$ cat src/rtl/toycpu_pkg.sv
// Shared opcode, next-PC-select and FSM state definitions for the toycpu
// multi-cycle control unit.
package toycpu_pkg;

  localparam logic [2:0] OP_ALU  = 3'b000;
  localparam logic [2:0] OP_LDI  = 3'b001;
  localparam logic [2:0] OP_LD   = 3'b011;
  localparam logic [2:0] OP_ST   = 3'b101;
  localparam logic [2:0] OP_BR   = 3'b110;
  localparam logic [2:0] OP_HALT = 3'b111;

  localparam logic [1:0] PCSEL_INC = 2'b00;
  localparam logic [1:0] PCSEL_REL = 2'b01;

  typedef enum logic [2:0] {
    S_IDLE,
    S_FETCH,
    S_DECODE,
    S_EXEC,
    S_MEM,
    S_WB,
    S_HALT
  } state_e;

endpackage

$ cat src/rtl/toycpu_ctrl_fsm_if.sv
// Instruction-fetch and data-memory handshake bundle between the control
// unit (master) and the memories (slave).
interface toycpu_ctrl_fsm_if #(
  parameter int INSTR_W = 16
);
  logic               imem_req;
  logic               imem_ack;
  logic [INSTR_W-1:0] imem_rdata;
  logic               dmem_req;
  logic               dmem_ack;
  logic               mem_we;
  logic               daddr_sel;

  modport master (
    output imem_req, dmem_req, mem_we, daddr_sel,
    input  imem_ack, imem_rdata, dmem_ack
  );

  modport slave (
    input  imem_req, dmem_req, mem_we, daddr_sel,
    output imem_ack, imem_rdata, dmem_ack
  );
endinterface

$ cat src/rtl/toycpu_br_eval.sv
// Branch condition: compare the selected ALU flag (zero or carry) against
// the expected value carried in the instruction.
module toycpu_br_eval (
  input  logic flag_sel_i,
  input  logic flag_val_i,
  input  logic c_flag_i,
  input  logic z_flag_i,
  output logic br_taken_o
);
  assign br_taken_o = (flag_val_i == (flag_sel_i ? z_flag_i : c_flag_i));
endmodule

$ cat src/rtl/toycpu_ctrl_fsm.sv
// Multi-cycle toycpu control unit: fetches into IR, decodes, and sequences
// execute / memory / write-back phases with a retired-instruction counter.
module toycpu_ctrl_fsm
  import toycpu_pkg::*;
#(
  parameter int INSTR_W = 16,
  parameter int DATA_W  = 16,
  parameter int REG_AW  = 2,
  parameter int IMM_W   = 8,
  parameter int ALU_W   = 7,
  parameter int CNT_W   = 16
) (
  input  logic               clk,
  input  logic               rst_n,
  toycpu_ctrl_fsm_if.master  bus,
  input  logic               c_flag,
  input  logic               z_flag,
  output logic               pc_en,
  output logic [1:0]         next_pc_sel,
  output logic               reg_we,
  output logic               reg_data_src,
  output logic               imm_data,
  output logic [REG_AW-1:0]  reg_dst,
  output logic [REG_AW-1:0]  reg_src1,
  output logic [REG_AW-1:0]  reg_src2,
  output logic [ALU_W-1:0]   alu_op,
  output logic [DATA_W-1:0]  instr_data,
  output logic               halted,
  output logic               illegal,
  output logic [CNT_W-1:0]   retired
);

  state_e             state_q, state_d;
  logic [INSTR_W-1:0] ir_q;
  logic               br_taken_q;
  logic [CNT_W-1:0]   retired_q;
  logic               br_taken;
  logic               retire;

  logic [2:0]       opcode;
  logic [IMM_W-1:0] payload;

  assign opcode   = ir_q[INSTR_W-1 -: 3];
  assign reg_dst  = ir_q[INSTR_W-4 -: REG_AW];
  assign reg_src1 = ir_q[INSTR_W-4-REG_AW -: REG_AW];
  assign reg_src2 = ir_q[INSTR_W-4-2*REG_AW -: REG_AW];
  assign payload  = ir_q[IMM_W-1:0];
  assign alu_op   = ir_q[ALU_W-1:0];
  assign retired  = retired_q;

  toycpu_br_eval u_br_eval (
    .flag_sel_i (ir_q[INSTR_W-4]),
    .flag_val_i (ir_q[INSTR_W-5]),
    .c_flag_i   (c_flag),
    .z_flag_i   (z_flag),
    .br_taken_o (br_taken)
  );

  always_ff @(posedge clk or negedge rst_n) begin
    if (!rst_n) begin
      state_q    <= S_IDLE;
      ir_q       <= '0;
      br_taken_q <= 1'b0;
      retired_q  <= '0;
    end else begin
      // NOTE: non-blocking assignments so every register samples pre-edge values.
      state_q <= state_d;
      if (state_q == S_FETCH && bus.imem_ack) ir_q <= bus.imem_rdata;
      if (state_q == S_DECODE) br_taken_q <= br_taken;
      if (retire) retired_q <= retired_q + CNT_W'(1);
    end
  end

  always_comb begin
    state_d = state_q;
    unique case (state_q)
      S_IDLE:   state_d = S_FETCH;
      S_FETCH:  if (bus.imem_ack) state_d = S_DECODE;
      S_DECODE: begin
        case (opcode)
          OP_ALU, OP_LDI, OP_BR: state_d = S_EXEC;
          OP_LD, OP_ST:          state_d = S_MEM;
          OP_HALT:               state_d = S_HALT;
          default:               state_d = S_FETCH;
        endcase
      end
      S_EXEC:   state_d = S_FETCH;
      S_MEM:    if (bus.dmem_ack) state_d = (opcode == OP_ST) ? S_FETCH : S_WB;
      S_WB:     state_d = S_FETCH;
      S_HALT:   state_d = S_HALT;
      default:  state_d = S_IDLE;
    endcase
  end

  always_comb begin
    // NOTE: every output gets a default first so no path infers a latch.
    bus.imem_req  = 1'b0;
    bus.dmem_req  = 1'b0;
    bus.mem_we    = 1'b0;
    bus.daddr_sel = 1'b0;
    pc_en         = 1'b0;
    next_pc_sel   = PCSEL_INC;
    reg_we        = 1'b0;
    reg_data_src  = 1'b0;
    imm_data      = 1'b0;
    instr_data    = '0;
    halted        = 1'b0;
    illegal       = 1'b0;
    unique case (state_q)
      S_FETCH:  bus.imem_req = 1'b1;
      S_DECODE: begin
        case (opcode)
          OP_ALU, OP_LDI, OP_LD, OP_ST, OP_BR, OP_HALT: ;
          default: begin
            illegal = 1'b1;
            pc_en   = 1'b1;
          end
        endcase
      end
      S_EXEC: begin
        pc_en = 1'b1;
        case (opcode)
          OP_ALU: reg_we = 1'b1;
          OP_LDI: begin
            reg_we     = 1'b1;
            imm_data   = 1'b1;
            instr_data = {{(DATA_W-IMM_W){1'b0}}, payload};
          end
          OP_BR: begin
            if (br_taken_q) begin
              next_pc_sel = PCSEL_REL;
              instr_data  = {{(DATA_W-IMM_W){payload[IMM_W-1]}}, payload};
            end
          end
          default: ;
        endcase
      end
      S_MEM: begin
        bus.dmem_req  = 1'b1;
        bus.daddr_sel = 1'b1;
        bus.mem_we    = (opcode == OP_ST);
        // A store retires in the ack cycle itself; a load still needs WB.
        if (bus.dmem_ack && opcode == OP_ST) pc_en = 1'b1;
      end
      S_WB: begin
        reg_we        = 1'b1;
        reg_data_src  = 1'b1;
        bus.daddr_sel = 1'b1;
        pc_en         = 1'b1;
      end
      S_HALT:  halted = 1'b1;
      default: ;
    endcase
    retire = pc_en | (state_q == S_DECODE && opcode == OP_HALT);
  end

endmodule

$ cat src/flat_wrapper.sv
// flat-port wrapper written by rule: the top's interface ports become plain ports
module toycpu_ctrl_fsm_flat import toycpu_pkg::*;
#(
  parameter int INSTR_W = 16,
  parameter int DATA_W  = 16,
  parameter int REG_AW  = 2,
  parameter int IMM_W   = 8,
  parameter int ALU_W   = 7,
  parameter int CNT_W   = 16
)
  (clk, rst_n, c_flag, z_flag, pc_en, next_pc_sel, reg_we, reg_data_src, imm_data, reg_dst, reg_src1, reg_src2, alu_op, instr_data, halted, illegal, retired, bus_imem_req, bus_dmem_req, bus_mem_we, bus_daddr_sel, bus_imem_ack, bus_imem_rdata, bus_dmem_ack);
  toycpu_ctrl_fsm_if #(.INSTR_W(INSTR_W)) bus_i ();
  input  logic clk;
  input  logic rst_n;
  input  logic c_flag;
  input  logic z_flag;
  output logic pc_en;
  output logic [1:0] next_pc_sel;
  output logic reg_we;
  output logic reg_data_src;
  output logic imm_data;
  output logic [REG_AW-1:0] reg_dst;
  output logic [REG_AW-1:0] reg_src1;
  output logic [REG_AW-1:0] reg_src2;
  output logic [ALU_W-1:0] alu_op;
  output logic [DATA_W-1:0] instr_data;
  output logic halted;
  output logic illegal;
  output logic [CNT_W-1:0] retired;
  output wire logic [$bits(bus_i.imem_req)-1:0] bus_imem_req;
  output wire logic [$bits(bus_i.dmem_req)-1:0] bus_dmem_req;
  output wire logic [$bits(bus_i.mem_we)-1:0] bus_mem_we;
  output wire logic [$bits(bus_i.daddr_sel)-1:0] bus_daddr_sel;
  input wire logic [$bits(bus_i.imem_ack)-1:0] bus_imem_ack;
  input wire logic [$bits(bus_i.imem_rdata)-1:0] bus_imem_rdata;
  input wire logic [$bits(bus_i.dmem_ack)-1:0] bus_dmem_ack;
  assign bus_imem_req = bus_i.imem_req;
  assign bus_dmem_req = bus_i.dmem_req;
  assign bus_mem_we = bus_i.mem_we;
  assign bus_daddr_sel = bus_i.daddr_sel;
  assign bus_i.imem_ack = bus_imem_ack;
  assign bus_i.imem_rdata = bus_imem_rdata;
  assign bus_i.dmem_ack = bus_dmem_ack;
  toycpu_ctrl_fsm #(.INSTR_W(INSTR_W), .DATA_W(DATA_W), .REG_AW(REG_AW), .IMM_W(IMM_W), .ALU_W(ALU_W), .CNT_W(CNT_W)) u_core (.clk(clk), .rst_n(rst_n), .bus(bus_i), .c_flag(c_flag), .z_flag(z_flag), .pc_en(pc_en), .next_pc_sel(next_pc_sel), .reg_we(reg_we), .reg_data_src(reg_data_src), .imm_data(imm_data), .reg_dst(reg_dst), .reg_src1(reg_src1), .reg_src2(reg_src2), .alu_op(alu_op), .instr_data(instr_data), .halted(halted), .illegal(illegal), .retired(retired));
endmodule
$ cat config.mk
export PLATFORM = sky130hd
export DESIGN_NAME = toycpu_ctrl_fsm_flat
export DESIGN_NICKNAME = d
export VERILOG_FILES = /design/src/rtl/toycpu_pkg.sv /design/src/rtl/toycpu_ctrl_fsm_if.sv /design/src/rtl/toycpu_br_eval.sv /design/src/rtl/toycpu_ctrl_fsm.sv /design/src/flat_wrapper.sv
export SDC_FILE = /design/constraint.sdc
export NUM_CORES = 1
export LEC_CHECK = 0
export ABC_AREA = 0
export BUFFER_PORTS_ARGS = -buffer_cell sky130_fd_sc_hd__buf_2
export CORE_MARGIN = 2
export CORE_UTILIZATION = 50
export CTS_CLUSTER_SIZE = 24
export DETAILED_ROUTE_END_ITERATION = 6
export GPL_TIMING_DRIVEN = 0
export PLACE_DENSITY_LB_ADDON = 0.1
export SYNTH_ARGS = -nofsm -noshare
export SYNTH_HDL_FRONTEND = slang
export SYNTH_SLANG_ARGS = --single-unit
export TNS_END_PERCENT = 30
$ cat constraint.sdc
create_clock -name clk -period 3.7 [get_ports clk]
set_input_delay 0.74 -clock clk [delete_from_list [all_inputs] [get_ports clk]]
set_output_delay 0.74 -clock clk [all_outputs]
set_load 0.005 [all_outputs]
# Yosys cells after proc, flatten, opt, wreduce, memory -nomap -nowiden
# Index checks and enable logic that the tools add are counted.
[word_totals]
reg_bits = 36
ramBits = 0
elab_cells = 59
n_memories = 0
out_inout_bits = 57
mem_bits_ro = 0
latchBits = 0
[op_classes]
n_addsub = 1
eq_ne = 14
shift = 0
div = 0
mux = 26
multipliers = 0
n_reduce_logical = 13
bitwise = 1
order_cmp = 0
[ops]
columns = ["operator", "count"]
rows = [
  ["2-to-1 mux 16 bit", 2],
  ["one-hot mux 16 bit (2 select lines)", 1],
  ["equality test 3 bit, second input constant", 6],
  ["adder 16 x 1 -> 16 bit, second input constant", 1],
  ["one-hot mux 3 bit (5 select lines)", 1],
  ["2-to-1 mux 1 bit", 14],
  ["equality test 3 x 2 -> 1 bit, second input constant", 3],
  ["2-to-1 mux 3 bit", 3],
  ["one-hot mux 3 bit (3 select lines)", 1],
  ["OR reduction 2 bit", 4],
  ["equality test 3 x 1 -> 1 bit, second input constant", 2],
  ["zero test 3 bit", 2],
  ["OR reduction 3 bit", 2],
  ["OR reduction 6 bit", 1],
  ["2-to-1 mux 2 bit", 2],
  ["inequality test 2 bit, second input constant", 2],
  ["logical AND 1 bit", 3],
  ["one-hot mux 1 bit (3 select lines)", 1],
  ["one-hot mux 1 bit (2 select lines)", 1],
  ["AND reduction 2 bit", 1],
  ["equality test 1 bit", 1],
  ["bitwise OR 1 bit", 1],
]

# Logic depth before layout (Yosys ltp)
[logic_depth]
depth_word = 5
mapped_depth = 9

# Cells and area by module
# A second synthesis with hierarchy kept.
[unflattened]
hier_cells = 184
hier_area_um2 = 2010.7
[modules_own_cells]
columns = ["module", "cells_each", "area_each_um2", "instances"]
rows = [
  ["toycpu_ctrl_fsm", 182, 1991.9, 1],
  ["toycpu_br_eval", 2, 18.8, 1],
]

# Worst setup path after synthesis
# Ideal clock, no wire load.
[synth_timing]
kind = "reg2out"
startpoint = "register u_core.state_q[2]"
endpoint = "output instr_data[10]"
t_arrival_ps = 1313
path_slack_ps = 1647
t_required_ps = 2960
stages_incl_launch_ff = 7
path_cell_list = "dfrtp_1 > buf_4 > inv_1 > nand3_1 > nor2_1 > and2_1 > buf_4"
[synth_via]
elab_chain_len = 2
[synth_rtl]
columns = ["element", "line_no", "text"]
rows = [
  ["start: declaration", "toycpu_ctrl_fsm.sv:33", "state_e state_q, state_d;"],
  ["start signal: assignment", "toycpu_ctrl_fsm.sv:67", "state_q <= state_d;"],
  ["equality test 3 x 2 -> 1 bit", "toycpu_ctrl_fsm.sv:109", "unique case (state_q)"],
  ["2-to-1 mux 16 bit", "toycpu_ctrl_fsm.sv:109", ""],
  ["end: declaration", "flat_wrapper.sv:26", "output logic [DATA_W-1:0] instr_data;"],
]
# Every way passes these cells.

# Worst setup path in the final report
[layout_timing]
startpoint = "register u_core.state_q[2]"
endpoint = "output instr_data[5]"
# The elaborated chain is that of the path after synthesis.

==> flow_summary.ini <==
[run_status]
run_status = complete, no violations

[route]
drt_iter0_markers = 64
via_count = 1478
via_per_inst = 4.81
drc_errors = 0
drt_wl_total_mm = 3.73
ant_nets = 0
wl_per_cell_um = 12.1
dr.pass1.iters = 2

[yosys]
async_flop_share_pct = 100
avgSynthCellArea_um2 = 11.8
synth_edf_count = 0
synth_cell_type_count = 40
ys_warn_count = 0
synth-seq-cells = 36
synthesis.nets = 197
seq_area_frac_synth_pct = 44.1
synth-main-ff-cell = dfrtp_1
syn_area_um2 = 2040
synthCells = 173

[sta]
final.setup.tns_ns = 0
fmax_ghz = 0.392
rsz0062_at_grt = false
skew_ns = 0.00802
final-setup-viol-count = 0
hold_viol = 0
drv_slew = 0
timing_worst_slew_pin_value_ns = 0.801
period_needed_ns = 2.55
slew_headroom_pct = 46.6
fin_crit_sh_pct = 68.9

[layout]
antenna_cells = 0
fin_nets = 281
fill_cells = 343
drive_gt1_share_pct = 50.6
final_cells = 307
multi_input_area_um2 = 900
final_common_cell = buf_2
regArea_um2 = 901
layout_common_cells = buf_2 (79), dfrtp_1 (36), buf_4 (23)
area_growth_pct = 26.7

[worst_setup_path]
cp_slowest_cell = a21oi_1
crit_required_ns = 2.96
worstSetupPathDepth = 6
r2r-start = u_core.state_q[1]
startpoint_type = flip-flop
crit_type = flip-flop to output port
cp_cell_sequence = buf_4, inv_1, nand3_1, a21oi_1, and2_1, buf_2
r2r_cells = 8
cpPeakStageDelay_ns = 0.42
timing.critical_path.from = u_core.state_q[2]
cp_top_family = compound AO/OA/AOI/OAI gates
cp_num_buf_inv = 3
worstSetupEndpointType = output port
arrival_ns = 1.81
critPathMaxFanout = 9

[global_routing]
grt_pass1_vias = 1322
grtUsageTotal_pct = 17.0
grt_start_max_net_pins = 37
grt_pass1_wl_mm = 5.82
grt-ovfl-total = 0
antenna_found_initial = 0

[floorplanning]
rows = 23
die-area_um2 = 4610
io_pins = 79
initial_core_util_pct = 51.4
fp.dieW_um = 67.9
core_area_um2 = 3970
die_h_um = 67.9

[pwr]
vdd_drop_max_uv = 478
clkPwrFrac_pct = 17.0
p_comb_share_pct = 46.5
swShare_pct = 34.4
pwr-share-seq_pct = 36.5
p_leak_nw = 1.36
p_switching_w = 0.000598
power_density_nw_per_um2 = 673
p_int_w = 0.00114

[placement]
dp_hpwl_mm = 2.78
place_congestion = 0.831
dp.cells = 300
io_buffers = 77

[worst_hold_path]
worstHoldPathCells = 1
min_from = u_core.retired[11]
hold_class = flip-flop to flip-flop

[clocking]
cts_made_buffers = 5
cts_resized = 0
cts_root_buf = clkbuf_8
clockBufferDepth = 2
clkTransAtPathRegs_ns = 0.07
cts_num_sinks = 36
holdBufCountCts = 0
cts_max_level = 2
cts_tree = yes
post_cts_buffers = 0
clk_latency_ns = 0.29

[run]
cap_violations = 0
worst reg2reg max path: stages (launching register included):
cell     delay (ns)
dfrtp_1        0.34
buf_6          0.14
inv_1          0.06
ha_1           0.33
o32ai_2        0.33
a211o_4        0.21
buf_12         0.15
nand4_4        0.10
xnor2_2        0.15
cell families after synthesis:
group / synth area share (%)
AO/OA/AOI/OAI: 4.48
XOR/XNOR: 8.46
adder cells (fa/ha/maj): 1.23
flip-flops: 44.1
other: 0.184
multiplexers: 9.87
buffers and inverters: 11.8
AND/OR/NAND/NOR: 19.9
final cells by class:
type | instances | area share, %
Buffer | 28 | 8.71
Clock buffer | 7 | 3.73
Inverter | 4 | 0.581
Multi-Input combinational cell | 105 | 34.8
Sequential cell | 36 | 34.8
Tap cell | 50 | 2.42
Timing Repair Buffer | 77 | 14.9
per-stage QoR:
step           util, %  setup WS, ns  hold slack, ns  total power [W]  instance area [µm²]
5_1_grt           65.1         0.994           0.495          0.00187                 2580
6_report          65.1          1.15           0.484          0.00174                 2580
2_1_floorplan        -          1.65           0.444          0.00122                 2040
3_5_place_dp      62.7          1.45           0.474          0.00146                 2490
4_1_cts           65.1          1.12           0.487          0.00177                 2580
3_3_place_gp      62.7          1.46           0.468          0.00145                 2490
cell usage after synthesis (all sizes together), types with 2 or more instances:
cell    instances  area share (%)
o32ai           2             1.2
nor3b           2             1.8
nand4           5             2.3
a21oi           3            0.74
ha              2             1.2
nor2            6             1.1
buf            28              11
xor2            2            0.86
xnor2          16             7.6
and2           13             4.0
o21ai           2            0.49
dfrtp          36              44
nor3            2            0.74
nand2           4            0.74
and4            3             1.3
inv             4            0.74
mux2           17             9.4
nand4b          2            0.86
and3            5             1.6
nand2b          3            0.92
nand3           8             3.7
state kept, by name, indices dropped and copies added (netlist names):
signal / count
u_core.br_taken_q: 1
u_core.ir_q: 16
u_core.state_q: 3
u_core.retired: 16
path summary, 6_finish.rpt:
kind / slack [ns] / to
min in group asynchronous: 0.53 / u_core.state_q[2]
max in group asynchronous: 2.65 / u_core.ir_q[3]
min: 0.48 / u_core.retired[11]
min reg2reg: 0.48 / u_core.retired[11]
max: 1.15 / instr_data[5]
max reg2reg: 1.79 / u_core.retired[14]
routing by layer:
metal	part of all wire (%)	wire, µm	global-route usage [%]	vias up
met2	46	1710	27.8	54
met4	1.4	51	8.00	0
met3	7.7	286	3.62	5
met5	0	0	0	-
li1	-	-	-	743
met1	45	1680	21.5	676
power groups by stage:
stage	registers (W)	clock network, W	logic (W)
5_1_grt	0.000658	0.000321	0.000893
2_1_floorplan	0.000620	0	0.000596
6_report	0.000635	0.000296	0.000809
3_5_place_dp	0.000642	0	0.000822
4_1_cts	0.000635	0.000308	0.000823
3_3_place_gp	0.000638	0	0.000812
No activity file was read; power rests on OpenSTA's default activity.
